<file path="config.mk">
export PLATFORM = sky130hd
export DESIGN_NAME = mem_stall_ctrl
export DESIGN_NICKNAME = d
export VERILOG_FILES = /design/src/rtl/mem_ctrl_pkg.sv /design/src/rtl/mem_wdog.sv /design/src/rtl/mem_stall_ctrl.sv
export SDC_FILE = /design/constraint.sdc
export NUM_CORES = 1
export LEC_CHECK = 0
export ABC_AREA = 1
export ABC_CLOCK_PERIOD_IN_PS = 1070
export CORE_ASPECT_RATIO = 0.8
export CORE_UTILIZATION = 56
export CTS_CLUSTER_SIZE = 14
export DETAILED_ROUTE_END_ITERATION = 16
export DONT_BUFFER_PORTS = 1
export HOLD_SLACK_MARGIN = 0.05
export PLACE_DENSITY_LB_ADDON = 0.1
export SLEW_MARGIN = 30
export SYNTH_ARGS = -nofsm -noshare
export SYNTH_HDL_FRONTEND = slang
export SYNTH_SLANG_ARGS = --single-unit
</file>
<file path="constraint.sdc">
create_clock -name clk_i -period 1.07 [get_ports clk_i]
set_input_delay 0.107 -clock clk_i [delete_from_list [all_inputs] [get_ports clk_i]]
set_output_delay 0.107 -clock clk_i [all_outputs]
set_load 0.03 [all_outputs]
</file>
<file path="src/rtl/mem_ctrl_pkg.sv">
// Shared types and constants for the MEM-stage memory sequencer.
package mem_ctrl_pkg;

  typedef enum logic [1:0] {
    IDLE = 2'd0,
    REQ  = 2'd1,
    DONE = 2'd2
  } mem_state_e;

  localparam logic [31:0] MEM_POISON      = 32'hDEADBEEF;
  localparam int          TIMEOUT_CYC_DEF = 255;

endpackage

</file>
<file path="src/rtl/mem_wdog.sv">
// REQ-phase watchdog: reports expiry on the TIMEOUT_CYC-th enabled cycle after a clear.
// Only instantiated when MEM_TIMEOUT_EN is defined.
module mem_wdog
  import mem_ctrl_pkg::*;
#(
  parameter int TIMEOUT_CYC = TIMEOUT_CYC_DEF
) (
  input  logic clk_i,
  input  logic rst_n_i,
  input  logic clr,
  input  logic en,
  output logic expired
);

  localparam int CNT_W = ($clog2(TIMEOUT_CYC + 1) > 8) ? $clog2(TIMEOUT_CYC + 1) : 8;
  localparam logic [CNT_W-1:0] LOAD = CNT_W'(TIMEOUT_CYC - 1);

  logic [CNT_W-1:0] cnt;

  // Down-count from TIMEOUT_CYC-1 so the terminal count lands on the last allowed REQ cycle.
  always_ff @(posedge clk_i or negedge rst_n_i) begin
    if (!rst_n_i) begin
      cnt <= '0;
    end else if (clr) begin
      cnt <= LOAD;
    end else if (en && (cnt != '0)) begin
      cnt <= cnt - CNT_W'(1);
    end
  end

  assign expired = en && (cnt == '0);

endmodule

</file>
<file path="src/rtl/mem_stall_ctrl.sv">
// MEM-stage sequencer: issues req/ack memory transactions and stalls the pipeline until done.
// Optional REQ timeout watchdog enabled by defining MEM_TIMEOUT_EN.
//
// state | meaning
// IDLE  | no access outstanding; a new load/store launches a request
// REQ   | request on the bus, address/data frozen, waiting for ack
// DONE  | access complete, hold released so the pipeline advances
module mem_stall_ctrl
  import mem_ctrl_pkg::*;
#(
  parameter int ADDR_W      = 32,
  parameter int DATA_W      = 32,
  parameter int TIMEOUT_CYC = TIMEOUT_CYC_DEF
) (
  input  logic              clk_i,
  input  logic              rst_n_i,
  input  logic              MemRead_i,
  input  logic              MemWrite_i,
  input  logic [ADDR_W-1:0] addr_i,
  input  logic [DATA_W-1:0] wdata_i,
  output logic              mem_req_o,
  output logic              mem_we_o,
  output logic [ADDR_W-1:0] mem_addr_o,
  output logic [DATA_W-1:0] mem_wdata_o,
  input  logic              mem_ack_i,
  input  logic [DATA_W-1:0] mem_rdata_i,
  output logic [DATA_W-1:0] rdata_o,
  output logic              hold_o,
  output logic              err_o
);

  mem_state_e state;
  logic       access;
  logic       wdog_expired;

  assign access = MemRead_i | MemWrite_i;
  assign hold_o = ((state == IDLE) && access) || (state == REQ);

`ifdef MEM_TIMEOUT_EN
  mem_wdog #(
    .TIMEOUT_CYC(TIMEOUT_CYC)
  ) u_wdog (
    .clk_i   (clk_i),
    .rst_n_i (rst_n_i),
    .clr     ((state == IDLE) && access),
    .en      (state == REQ),
    .expired (wdog_expired)
  );

  // Sticky until reset; an ack in the expiry cycle takes priority.
  always_ff @(posedge clk_i or negedge rst_n_i) begin
    if (!rst_n_i) begin
      err_o <= 1'b0;
    end else if ((state == REQ) && !mem_ack_i && wdog_expired) begin
      err_o <= 1'b1;
    end
  end
`else
  // Without the watchdog a request never expires (TIMEOUT_CYC is non-negative).
  assign wdog_expired = (TIMEOUT_CYC < 0);
  assign err_o        = 1'b0;
`endif

  always_ff @(posedge clk_i or negedge rst_n_i) begin
    if (!rst_n_i) begin
      state       <= IDLE;
      mem_req_o   <= 1'b0;
      mem_we_o    <= 1'b0;
      mem_addr_o  <= '0;
      mem_wdata_o <= '0;
      rdata_o     <= '0;
    end else begin
      case (state)
        IDLE: begin
          if (access) begin
            state       <= REQ;
            mem_req_o   <= 1'b1;
            mem_we_o    <= MemWrite_i;
            mem_addr_o  <= addr_i;
            mem_wdata_o <= wdata_i;
          end
        end
        REQ: begin
          if (mem_ack_i) begin
            state     <= DONE;
            mem_req_o <= 1'b0;
            if (!mem_we_o) rdata_o <= mem_rdata_i;
          end else if (wdog_expired) begin
            state     <= DONE;
            mem_req_o <= 1'b0;
            if (!mem_we_o) rdata_o <= DATA_W'(MEM_POISON);
          end
        end
        DONE:    state <= IDLE;
        default: state <= IDLE;
      endcase
    end
  end

endmodule
</file>
Word-level counts from Yosys, hierarchy flattened --
Index checks and enable logic that the tools add are counted. W data, S select, Z words.
Storage, ports and cells: register bits 100, RAM bits 0, memories kept 0, output and inout port bits 100, latch bits 0, bits in read-only memories 0
Operators by class: add/sub/neg operators 0, reduce and logical (&&, ||, !) cells 8, bitwise operators 2, shift-type cells 0, multipliers 0, $lt $le $gt $ge 0, multiplexer cells 6, divide/modulo/power cells 0, eq/ne operators 3
Operator list (number):
- $reduce_and A3 Y1 | 2
- $mux W2 | 2
- $ne A2 B2 Y1 const B | 2
- $pmux W2 S2 | 1
- $reduce_and A2 Y1 | 2
- $eq A2 B1 Y1 const B | 1
- $logic_not A2 Y1 | 1
- $mux W1 | 2
- $pmux W1 S2 | 1
- $reduce_bool A2 Y1 | 1
- $logic_and A1 B1 Y1 | 1
- $logic_or A1 B1 Y1 | 1
- $not A1 Y1 | 1
- $or A1 B1 Y1 | 1

Logic depth before layout (Yosys ltp) --
Gate-level depths: netlist (run 1).
depth after elaboration 3, gate-level depth with buffers 7, gate-level depth less buffers 5

Worst setup path after synthesis (run 1) --
No wires, ideal clock.
path kind register to output, from reg state[1], to out hold_o, data required time 963 ps, arrival 1114 ps, cell stages (with the launch flop) 6, setup slack -151 ps, path through dfrtp_1 > nor2_2 > nand2_2 > buf_4 > buf_6 > nand2_1
Between the ends: longest elaborated chain between the ends 3, elaborated cells between the ends (all ways) 4
RTL lines:
- start, declared | RTL line mem_stall_ctrl.sv:32 | mem_state_e state;
- start signal, assigned | RTL line mem_stall_ctrl.sv:66 | state <= IDLE;
- start signal, assigned | RTL line mem_stall_ctrl.sv:76 | state <= REQ;
- start signal, assigned | RTL line mem_stall_ctrl.sv:85 | state <= DONE;
- $logic_not A2 Y1 | RTL line mem_stall_ctrl.sv:37 | assign hold_o = ((state == IDLE) && access) || (state == REQ);
- $logic_and A1 B1 Y1 | RTL line mem_stall_ctrl.sv:37
- $logic_or A1 B1 Y1 (*) | RTL line mem_stall_ctrl.sv:37
- end, declared | RTL line mem_stall_ctrl.sv:28 | output logic hold_o,
Every way passes the cells marked *; elsewhere a longest branch is shown, timed or not.

Worst setup path in the final report (run 1) --
from reg state[0], to out hold_o
Same word-level chain as after synthesis.

==> results.md, run 1 <==
* Height of the die at roughly 78 um
* Filler Cells Inserted at 326
* Leakage dissipation at about 3.0 nW
* Gate Count Post-Synth at between 400 and 500
* Minimum setup slack among reg-to-reg paths at -250 ps
* Sequential Area at between 0.002 and 0.003 mm2
* Die outline area at between 0.007 and 0.008 mm2
* Cell count of the worst reg-to-reg path at 6
* Max frequency at 747 MHz
* Post-route setup TNS at -16590 ps
* GR Util All Layers at between 30% and 40%
* Netlist Area Pre-Place at 0.00400 mm2
* Weighted congestion reported at the end of routability-driven placement at between 0.7 and 0.8
* Share of the clock period used by the worst path after layout at 125%
* Starting density of the core at 58.1%
* DRT Pass-1 Iters at 4
* Per-cell routed wire length at 19.7 um
* Initial detailed-routing violation count at 353
* Count of endpoints failing setup in the final report at 100
* CTS H-tree lvls at 3
* Final Worst Setup Slack at -269 ps
* Via count of the first global-routing pass at 3681
* Clock tree buffer depth at 2
* DR vias at 3780
* IR Drop Worst-Case VDD at about 1800 uV
* DRC viols at 0
* Total count of max-transition violations in the final report at 0
* Final count of hold timing violations at 100
* Final WL at 12.9 mm
* Result of the run: finished with violations
* Critical path launch point: state[0]
* Hold-fix buffer count after cts at 98
* Area taken by multi-input logic gates at around 0.0016 mm2
* Share of the yosys chip area belonging to registers at between 60 and 70%
* Clock skew after layout at 12.1 ps
* Total congestion overflow at 0
* Area added between synthesis and finish at 50.5%
* CP Launch Type: register
* Setup crit end: hold_o
* Maximum number of pins on one net before global-route repair at a little over 100
* Final net count at 664
* Number of sinks handled by clock tree synthesis at 100
* Biggest fanout along the worst timing path at 2
* Total chip power at 20.8 mW
* Clock Latency Late Sink at 360 ps
* Clock transition at path regs at 100 ps
* Placement Rows at 27
* Count of input and output buffers at 0
* Std-Cell Core Area at about 0.0069 mm2
* Critical register-to-register path startpoint: state[1]
* Cell type contributing the most total cell area after synthesis: dfrtp_1
* Reg-to-reg endpoint: mem_addr_o[3]
* Yosys warning count at 0
* Width of the chip at 96.5 um
* Distinct cells, synth at 14
* Post-DR vias/cell at around 5.8
* Category of the worst setup path capture point: primary output
* Share of Yosys cell area claimed by the top area cell type at 62.5%
* Clk root buf: clkbuf_8
* Power density over the cells at between 3000 and 4000 mW/mm2
* Post-route worst hold slack at -566 ps
* Violated checks: hold timing, setup timing
* Wire length of the first global-routing pass at 17.6 mm
* Path type of the worst min-delay path: in2async
* Maximum capacitance violations at 0
* TritonCTS clock tree: yes
* RSZ-0062 raised after global routing: true
* Data required time of the critical path at 960 ps
* Final HPWL DP at 5.85 mm
* Ports placed on the boundary at 201
* Worst EP arrival at 1230 ps
* Top cells by area in the synthesized netlist: dfrtp_1 63%, nand2_1 19%, nand3_1 12%
* Syn_area_per_cell at 9.10 um2
* Crit Path Class: reg2out
* Synthesized net count at ~540
* Min cycle time layout at 1340 ps
* Number of synthesized register bits at 100
* TritonCTS Buffers at 9
* Initial antenna violation count at 1
* Detail Route Antenna Nets at 0
* Share of cells above drive strength 1 at 21.9%
==> routing by layer <==
layer | GRT usage [%] | wire [um]
met5 | 0 | 0
met2 | 50.7 | 6540
met3 | 10.1 | 1240
met4 | 10.4 | 527
met1 | 39.2 | 4620
==> state kept, by name, indices dropped and copies added (netlist names) <==
signal	count
mem_req_o	1
rdata_o	32
mem_addr_o	32
state	2
mem_we_o	1
mem_wdata_o	32
==> cells in the mapped netlist <==
| library cell | count |
|---|---|
| buf_6 | 7 |
| buf_2 | 20 |
| nand2_1 | 201 |
| nand3_1 | 96 |
| nor2_4 | 1 |
| buf_1 | 1 |
| nor2_2 | 2 |
| nand2_2 | 1 |
| o21ai_0 | 1 |
| dfrtp_1 | 100 |
| inv_2 | 1 |
| conb_1 | 1 |
| buf_4 | 3 |
| inv_1 | 5 |
==> critical path: stages (launching register included) <==
cell     delay (ps)
dfrtp_1         410
inv_2            60
nor2_4          140
buf_6           120
inv_2            60
nand2_8          90
==> where the power goes <==
part           internal (mW)  total [mW]  switching, mW
combinational           3.56        7.87           4.31
sequential              5.57        10.1           4.55
clock                   1.61        2.85           1.24
==> kinds of logic after synthesis <==
| logic type | Yosys count | synth area share [%] |
|---|---|---|
| AO/OA/AOI/OAI | 1 | 0.125 |
| flip-flops | 100 | 62.5 |
| AND/OR/NAND/NOR | 301 | 31.6 |
| buffers and inverters | 37 | 5.69 |
| other | 1 | 0.0937 |
==> how the worst min path moves through the flow <==
stage	from	endpoint	slack [ps]	cells past startpoint
global route	rst_n_i	rdata_o[16]	-590	0
finish	rst_n_i	rdata_o[24]	-570	0
floorplan	rst_n_i	mem_addr_o[0]	-190	0
global placement	rst_n_i	mem_wdata_o[5]	-190	0
CTS	rst_n_i	rdata_o[13]	-570	0
detailed placement	rst_n_i	mem_wdata_o[0]	-190	0
==> metrics by stage <==
stage	std cells	hold slack (ps)	setup slack [ps]	util (%)	cell area [um2]
floorplan	440	-189	-38.0	-	4050
global placement	521	-187	-108	61.3	4220
detailed placement	521	-187	-164	61.3	4220
CTS	652	-574	-249	84.3	5810
global route	655	-592	-315	87.4	6020
finish	655	-566	-269	87.4	6020
==> area by class of cell <==
type	count	area share [%]
timing repair buffer	140	26.2
inverter	6	0.374
antenna	1	0.0415
tap	87	1.81
clock inverter	4	1.62
sequential	100	41.7
clock buffer	11	2.35
multi-input combinational	306	25.9
==> what timing repair did <==
action / 4_1_cts / 5_1_grt
setup buffers: 10 / 2
pin swaps: 5 / 7
resized for setup: 14 / 72
setup endpoints to repair: 101 / 101
cloned: 8 / 1
endpoints found under the hold margin: 200 / 100
==> cells in the final DEF, fill, tap and decap left out, types with 2 or more instances in the layout <==
cell and instances:
nand2_1 154, dlygate4sd3_1 98, nand3_1 93, dfrtp_1 91, nand2_2 35, buf_4 19, nand2_4 11, clkbuf_8 10
buf_12 10, dfrtp_2 9, buf_6 6, nand2_8 5, inv_1 4, nor2_4 3, nand3_2 3, bufinv_16 3
buf_16 3, inv_2 2, bufbuf_16 2
(Power assumes the default switching activity.)
==> run 2: changes to the inputs <==
Settings changed: ABC_CLOCK_PERIOD_IN_PS 1070 to 1400, CAP_MARGIN set to 15, CORE_UTILIZATION 56 to 62.
Clock period 1.07 ns to 1.4 ns, I/O delays scaled along.
==> results.md, run 2 (synthesis gave the netlist of run 1 again) <==
* Critical register-to-register path startpoint: state[1]
* Most frequent cells in the layout: 200 x nand2_1, 100 x dfrtp_1, 98 x dlygate4sd3_1
* Clock skew after layout at 11.7 ps
* Count of non-filler cells in the finished layout at 619
* Maximum number of pins on one net before global-route repair at 101
* Post-DR vias/cell at 5.78
* Reg-to-reg endpoint: mem_addr_o[29]
* Relative contribution of combinational cells to total power at 26.3%
* Clock Latency Late Sink at about 360 ps
* Area added between synthesis and finish at 31.5%
* Maximum capacitance violations at 0
* Result of the run: finished with violations
* Sequential group share of total power at 59.4%
* Total count of max-transition violations in the final report at 0
* Slowest cell on the critical path: dfrtp_1
* Power density over the cells at 2580 mW/mm2
* CP Launch Type: register
* Cell count of the worst reg-to-reg path at 6
* Most frequent standard cell in the layout excluding fill and tap cells: nand2_1
* Worst EP arrival at ~1200 ps
* Share of cells above drive strength 1 at 6.88%
* Critical Path Max Stage Delay at 420 ps
* Initial antenna violation count at 0
* Std-Cell Core Area at 0.00607 mm2
* Detail Route Antenna Nets at 0
* Max frequency at 750 MHz
* Data required time of the critical path at 1260 ps
* RSZ-0062 raised after global routing: false
* Post-route setup TNS at 0 ps
* Final count of hold timing violations at 100
* Switching pwr at 7.01 mW
* Ports placed on the boundary at 201
* Category of the worst setup path capture point: primary output
* Critical path cell sequence: inv_2 -> nor2_4 -> inv_1 -> nand2_1 -> buf_6
* Minimum setup slack among reg-to-reg paths at 100 ps
* Weighted congestion reported at the end of routability-driven placement at 0.708
* Share of the clock period used by the worst path after layout at 95.2%
* DR vias at 3578
* Clk root buf: clkbuf_8
* Internal power summed over all cells at 6.55 mW
* Setup crit end: hold_o
* Total congestion overflow at 0
* GR Util All Layers at between 30% and 40%
* Count of input and output buffers at 0
* Final HPWL DP at 5.98 mm
* Starting density of the core at 66.0%
* Per-cell routed wire length at 18.9 um
* Die outline area at 0.00679 mm2
* Wire length of the first global-routing pass at between 15 and 20 mm
* DRC viols at 0
* TritonCTS clock tree: yes
* Antenna diode count at 0
* Height of the die at about 74 um
* CTS H-tree lvls at 3
* IR Drop Worst-Case VDD at approximately 1500 uV
* Clock transition at path regs at around 90 ps
* Min cycle time layout at 1330 ps
* Filler Cells Inserted at 309
* Clock tree buffer depth at 2
* Crit Path Class: reg2out
* Path type of the worst min-delay path: in2async
* Count of endpoints failing setup in the final report at 0
* Clock network fraction of total power at between 10 and 15%
* Hold-fix buffer count after cts at 98
* Switching share of power at 51.7%
* Biggest fanout along the worst timing path at 2
* TritonCTS Buffers at 9
* Via count of the first global-routing pass at 3542
* Number of sinks handled by clock tree synthesis at 100
* Leakage dissipation at 2.73 nW
* Final net count at between 600 and 700
* Post-route worst hold slack at -531 ps
* Width of the chip at between 90 and 100 um
* Violated checks: hold timing
* Final WL at 11.7 mm
* Top Registers: mem_addr_o x32, mem_wdata_o x32, rdata_o x32
* Placement Rows at 25
* Initial detailed-routing violation count at around 250
* Critical path launch point: state[0]
* Post-placement cell count at around 500
* DRT Pass-1 Iters at 5
[run 2: cell types whose count changed in the layout (fill, tap and decap cells not counted), sizes merged, moves of 2 or more]
cell / change
nand2: -3
buf: -24
clkinv: +4
bufbuf: -2
clkbuf: -3
[run 2: per-stage QoR]
stage / power (mW) / utilization, % / setup slack (ps) / area (um2) / hold slack, ps
4_1_cts: 13.3 / 86.7 / 48.0 / 5260 / -546
6_report: 13.6 / 86.8 / 66.6 / 5270 / -531
5_1_grt: 14.2 / 86.8 / 1.93 / 5270 / -556
3_3_place_gp: 10.8 / 66.5 / 259 / 4040 / -153
3_5_place_dp: 11.0 / 66.5 / 202 / 4040 / -153
2_1_floorplan: 10.2 / - / 146 / 4000 / -156
[run 2: worst min-delay path by stage]
| stage | startpoint | end | depth (start not counted) |
|---|---|---|---|
| 2_1_floorplan | rst_n_i | mem_addr_o[0] | 0 |
| 3_3_place_gp | rst_n_i | mem_wdata_o[3] | 0 |
| 3_5_place_dp | rst_n_i | mem_wdata_o[2] | 0 |
| 4_1_cts | rst_n_i | mem_wdata_o[2] | 0 |
| 5_1_grt | rst_n_i | mem_wdata_o[0] | 0 |
| 6_report | rst_n_i | mem_wdata_o[0] | 0 |
[run 2: what timing repair did]
action                                  CTS  global route
resized for setup                         2             1
endpoints found under the setup margin    1             2
buffers inserted                          3             0
cloned                                    0             0
pin swaps                                 3             0
hold endpoints to repair                200           100
[run 2: layout make-up]
class	instances	area (um2)	share of cell area, %
Multi-Input combinational cell	303	1290	24.4
Clock inverter	7	91.3	1.73
Tap cell	81	101	1.92
Sequential cell	100	2500	47.5
Clock buffer	9	124	2.35
Timing Repair Buffer	113	1140	21.6
Inverter	6	22.5	0.428
[run 2: power groups by stage]
stage / combinational (mW) / sequential (mW) / clock, mW
2_1_floorplan: 2.48 / 7.70 / 0
3_3_place_gp: 2.84 / 7.99 / 0
3_5_place_dp: 3.00 / 8.00 / 0
4_1_cts: 3.31 / 7.96 / 1.98
5_1_grt: 3.93 / 8.16 / 2.08
6_report: 3.56 / 8.05 / 1.95
[run 2: routing by layer]
layer	global-route usage, %	vias up	share of wire, %
met2	61.7	247	51
met1	38.6	1723	35
met3	13.6	35	11
met4	16.7	0	2.6
met5	0	-	0
li1	-	1573	-
[run 2: critical path, delay by kind of cell, from the launching register on]
family / cells / cell delay (ps)
simple gates: 2 / 170
buf+inv: 3 / 240
flops: 1 / 420
==> run 3: changes to the inputs <==
Settings changed: ABC_AREA 1 to unset.
==> results.md, run 3 <==
* Top cells by area in the synthesized netlist: dfrtp_1 62%, mux2_4 18%, mux2_2 13%
* Height of the die at 74.0 um
* Clk root buf: clkbuf_8
* Post-synth EDFFs at 0
* Gate Count Post-Synth at 221
* Primary flip-flop cell chosen by synthesis mapping: dfrtp_1
* Weighted congestion reported at the end of routability-driven placement at 0.690
* GR repair worst EP: mem_addr_o[1]$_DFFE_PN0P_/D
* Post-placement cell count at 299
* Netlist Area Pre-Place at 0.00402 mm2
* Starting density of the core at 66.2%
* Synthesized net count at 322
* Result of the run: stopped before the end
* Share of the yosys chip area belonging to registers at slightly above 60%
* Syn_area_per_cell at approximately 18 um2
* Number of sinks handled by clock tree synthesis at 100
* Cell with the most instances after synthesis: dfrtp_1
* Last stage: 5_1_grt
* Most numerous cell types in the synthesized netlist: 100 x dfrtp_1, 49 x mux2_4, 45 x mux2_2
* CTS H-tree lvls at 3
* Maximum number of pins on one net before global-route repair at just over 100
* Number of synthesized register bits at 100
* Count of input and output buffers at 0
* Clock tree buffer depth at 2
* Ports placed on the boundary at 201
* TritonCTS Buffers at 9
* Tool error: [ERROR DPL-0033] detailed placement checks failed during check placement.
* Cell type contributing the most total cell area after synthesis: dfrtp_1
* Yosys warning count at 0
* Width of the chip at 92.0 um
* Placement Rows at 25
* Fraction of registers with async set/reset at 100%
* Distinct cells, synth at 20
* Initial antenna violation count at 3
* Final HPWL DP at 5.57 mm
* Type of pin the worst path ends at: sequential cell input
* Share of Yosys cell area claimed by the top area cell type at 62.3%
[run 3: cell families after synthesis]
family / count (synthesis) / synth area share [%]
and+or+nand+nor: 10 / 1.53
other: 1 / 0.0934
DFF: 100 / 62.3
AOI/OAI and AO/OA: 3 / 0.810
buffers and inverters: 11 / 3.74
muxes: 96 / 31.5
[run 3: timing repair]
item / in CTS
hold buffers: 99
cloned: 2
setup endpoints to repair: 96
pin swaps: 1
setup buffers: 5
endpoints found under the hold margin: 199
gates resized for setup: 13
[run 3: per-stage QoR]
stage               worst slack, ps  cell area, um2
CTS                           -76.8            5400
detailed placement            -78.0            4070
floorplan                     -3.26            4020
global placement              -19.3            4070
==> run 4: changes to the inputs <==
Settings changed: CORE_ASPECT_RATIO 0.8 to unset, CORE_UTILIZATION 62 to 40, CTS_CLUSTER_SIZE 14 to unset, HOLD_SLACK_MARGIN 0.05 to unset, PLACE_DENSITY_LB_ADDON 0.1 to 0.15.
==> results.md, run 4 <==
* Result of the run: finished with violations
* Violated checks: hold timing, setup timing
* Internal power summed over all cells at 7.54 mW
* Filler Cells Inserted at between 700 and 800
* Reg-to-reg endpoint: mem_addr_o[3]
* DR vias at 2298
* Initial antenna violation count at 0
* Data required time of the critical path at ~1700 ps
* Detail Route Antenna Nets at 0
* Switching share of power at 44.1%
* Number of synthesized register bits at 100
* Via count of the first global-routing pass at approximately 2400
* Antenna diode count at 0
* Maximum capacitance violations at 0
* Std-Cell Core Area at 0.00973 mm2
* Post-route worst hold slack at -539 ps
* GR Util All Layers at between 15 and 20%
* Switching pwr at 5.95 mW
* RSZ-0062 raised after global routing: true
* Final HPWL DP at 4.79 mm
* Distinct cells, synth at 20
* Yosys warning count at 0
* Sequential group share of total power at 60.8%
* Count of endpoints failing setup in the final report at 86
* Clock network fraction of total power at roughly 14%
* Share of Yosys cell area claimed by the top area cell type at 62.3%
* CP Launch Type: register
* Width of the chip at 102 um
* Min cycle time layout at 1460 ps
* Share of the yosys chip area belonging to registers at 62.3%
* Post-DR vias/cell at 4.77
* Syn_area_per_cell at about 18 um2
* CTS H-tree lvls at 3
* Synthesized net count at ~320
* Final net count at 445
* Number of sinks handled by clock tree synthesis at 100
* Worst EP arrival at about 1700 ps
* Final Worst Setup Slack at -60.2 ps
* Netlist Area Pre-Place at roughly 0.004 mm2
* Ports placed on the boundary at 201
* Biggest fanout along the worst timing path at 8
* Clock skew after layout at 15.5 ps
* Share of the clock period used by the worst path after layout at 104%
* Gate Count Post-Synth at 221
* TritonCTS clock tree: yes
* Top cells by area in the synthesized netlist: dfrtp_1 62%, mux2_4 18%, mux2_2 13%
* DRC viols at 0
* Crit Path Class: reg2reg
* Per-cell routed wire length at 18.0 um
* Final count of hold timing violations at 100
* Die outline area at 0.0104 mm2
* Maximum number of pins on one net before global-route repair at 101
* Placement Rows at 36
* Most numerous cell types in the synthesized netlist: 100 x dfrtp_1, 49 x mux2_4, 45 x mux2_2
* Fraction of registers with async set/reset at 100%
* Post-synth EDFFs at 0
* Clock transition at path regs at 100 ps
* IR Drop Worst-Case VDD at 1030 uV
* Cell with the most instances after synthesis: dfrtp_1
* TritonCTS Buffers at 9
* Critical path launch point: state[1]
* Path type of the worst min-delay path: in2async
* Most frequent cells in the layout: 99 x dlygate4sd3_1, 99 x dfrtp_1, 55 x mux2_4
* Setup crit end: mem_addr_o[3]
* Area added between synthesis and finish at 40.2%
* Power density over the cells at approximately 2400 mW/mm2
* Category of the worst setup path capture point: register
* Clock tree buffer depth at 2
* Total congestion overflow at 0
* DRT Pass-1 Iters at 4
* Initial detailed-routing violation count at 33
* Count of input and output buffers at 0
* Relative contribution of combinational cells to total power at 25.0%
* Clock Latency Late Sink at 360 ps
* Final WL at 8.66 mm
* Primary flip-flop cell chosen by synthesis mapping: dfrtp_1
* Clk root buf: clkbuf_8
* Minimum setup slack among reg-to-reg paths at -60 ps
* Leakage dissipation at 2.49 nW
* Starting density of the core at roughly two fifths
* Share of cells above drive strength 1 at between 40% and 50%
* Cell type contributing the most total cell area after synthesis: dfrtp_1
* Final design utilization at 57.9%
* Weighted congestion reported at the end of routability-driven placement at 0.656
* Cell count of the worst reg-to-reg path at 5
* Total count of max-transition violations in the final report at 0
* Height of the die at 102 um
* Critical register-to-register path startpoint: state[1]
* Top Registers: mem_addr_o x32, mem_wdata_o x32, rdata_o x32
* Max frequency at 685 MHz
* Wire length of the first global-routing pass at approximately 12 mm
-- run 4: cell counts after synthesis --
Identical to the previous run, type by type.
-- run 4: area by class of cell --
type / count / area (um2) / area share (%)
clock inverter: 7 / 81.3 / 1.44
tap: 133 / 166 / 2.96
timing repair buffer: 123 / 1350 / 24.0
sequential: 100 / 2500 / 44.5
clock buffer: 9 / 124 / 2.20
multi-input combinational: 110 / 1400 / 24.9
-- run 4: power groups by stage --
| stage | sequential [mW] | clock [mW] | combinational, mW |
|---|---|---|---|
| floorplan | 7.96 | 0 | 2.41 |
| global placement | 8.26 | 0 | 2.70 |
| detailed placement | 8.22 | 0 | 2.77 |
| CTS | 8.19 | 1.99 | 3.20 |
| global route | 8.39 | 2.10 | 3.61 |
| finish | 8.20 | 1.92 | 3.37 |
-- run 4: how the worst min path moves through the flow --
stage | from | endpoint | cells past startpoint
floorplan | rst_n_i | mem_addr_o[0] | 0
global placement | rst_n_i | mem_addr_o[10] | 0
detailed placement | rst_n_i | mem_addr_o[10] | 0
CTS | rst_n_i | mem_addr_o[10] | 0
global route | rst_n_i | mem_addr_o[0] | 0
finish | rst_n_i | mem_addr_o[10] | 0
-- run 4: cells by family (layout without fill, tap and decap cells) --
| family | count (synthesis) | count (layout) | share of synthesized area [%] |
|---|---|---|---|
| compound gates | 3 | 3 | 0.810 |
| mux | 96 | 96 | 31.5 |
| other cells | 1 | 1 | 0.0934 |
| simple gates | 10 | 10 | 1.53 |
| buf+inv | 11 | 139 | 3.74 |
| flops | 100 | 100 | 62.3 |
-- run 4: per-layer routing --
layer	routed length, um	GRT usage, %	part of all wire (%)
met2	4300	25.2	50
met3	790	5.81	9.1
met1	3420	18.7	40
met5	0	0	0
met4	148	6.92	1.7
-- run 4: what timing repair did --
item | in CTS | in global routing
gates resized for setup | 8 | 5
endpoints found under the setup margin | 96 | 97
hold endpoints to repair | 198 | 101
pin swaps | 0 | 2
hold buffers | 98 | 1
buffers inserted | 5 | 1
cloned | 1 | 3
-- run 4: stage by stage --
| stage | total power, mW | std cells | area [um2] | TNS (ps) | setup WS (ps) |
|---|---|---|---|---|---|
| finish | 13.5 | 482 | 5630 | -2990 | -60.2 |
| global route | 14.1 | 482 | 5630 | -7670 | -108 |
| global placement | 11.0 | 357 | 4210 | -3770 | -79.7 |
| floorplan | 10.4 | 221 | 4020 | -133 | -3.26 |
| CTS | 13.4 | 477 | 5510 | -3610 | -74.7 |
| detailed placement | 11.0 | 357 | 4210 | -3860 | -69.3 |
-- run 4: critical path, stage by stage, from the launching register on --
cell       delay, ps
dfrtp_1          420
nor2_2           150
o21a_4           170
buf_12           150
clkbuf_16        170
mux2_4           300
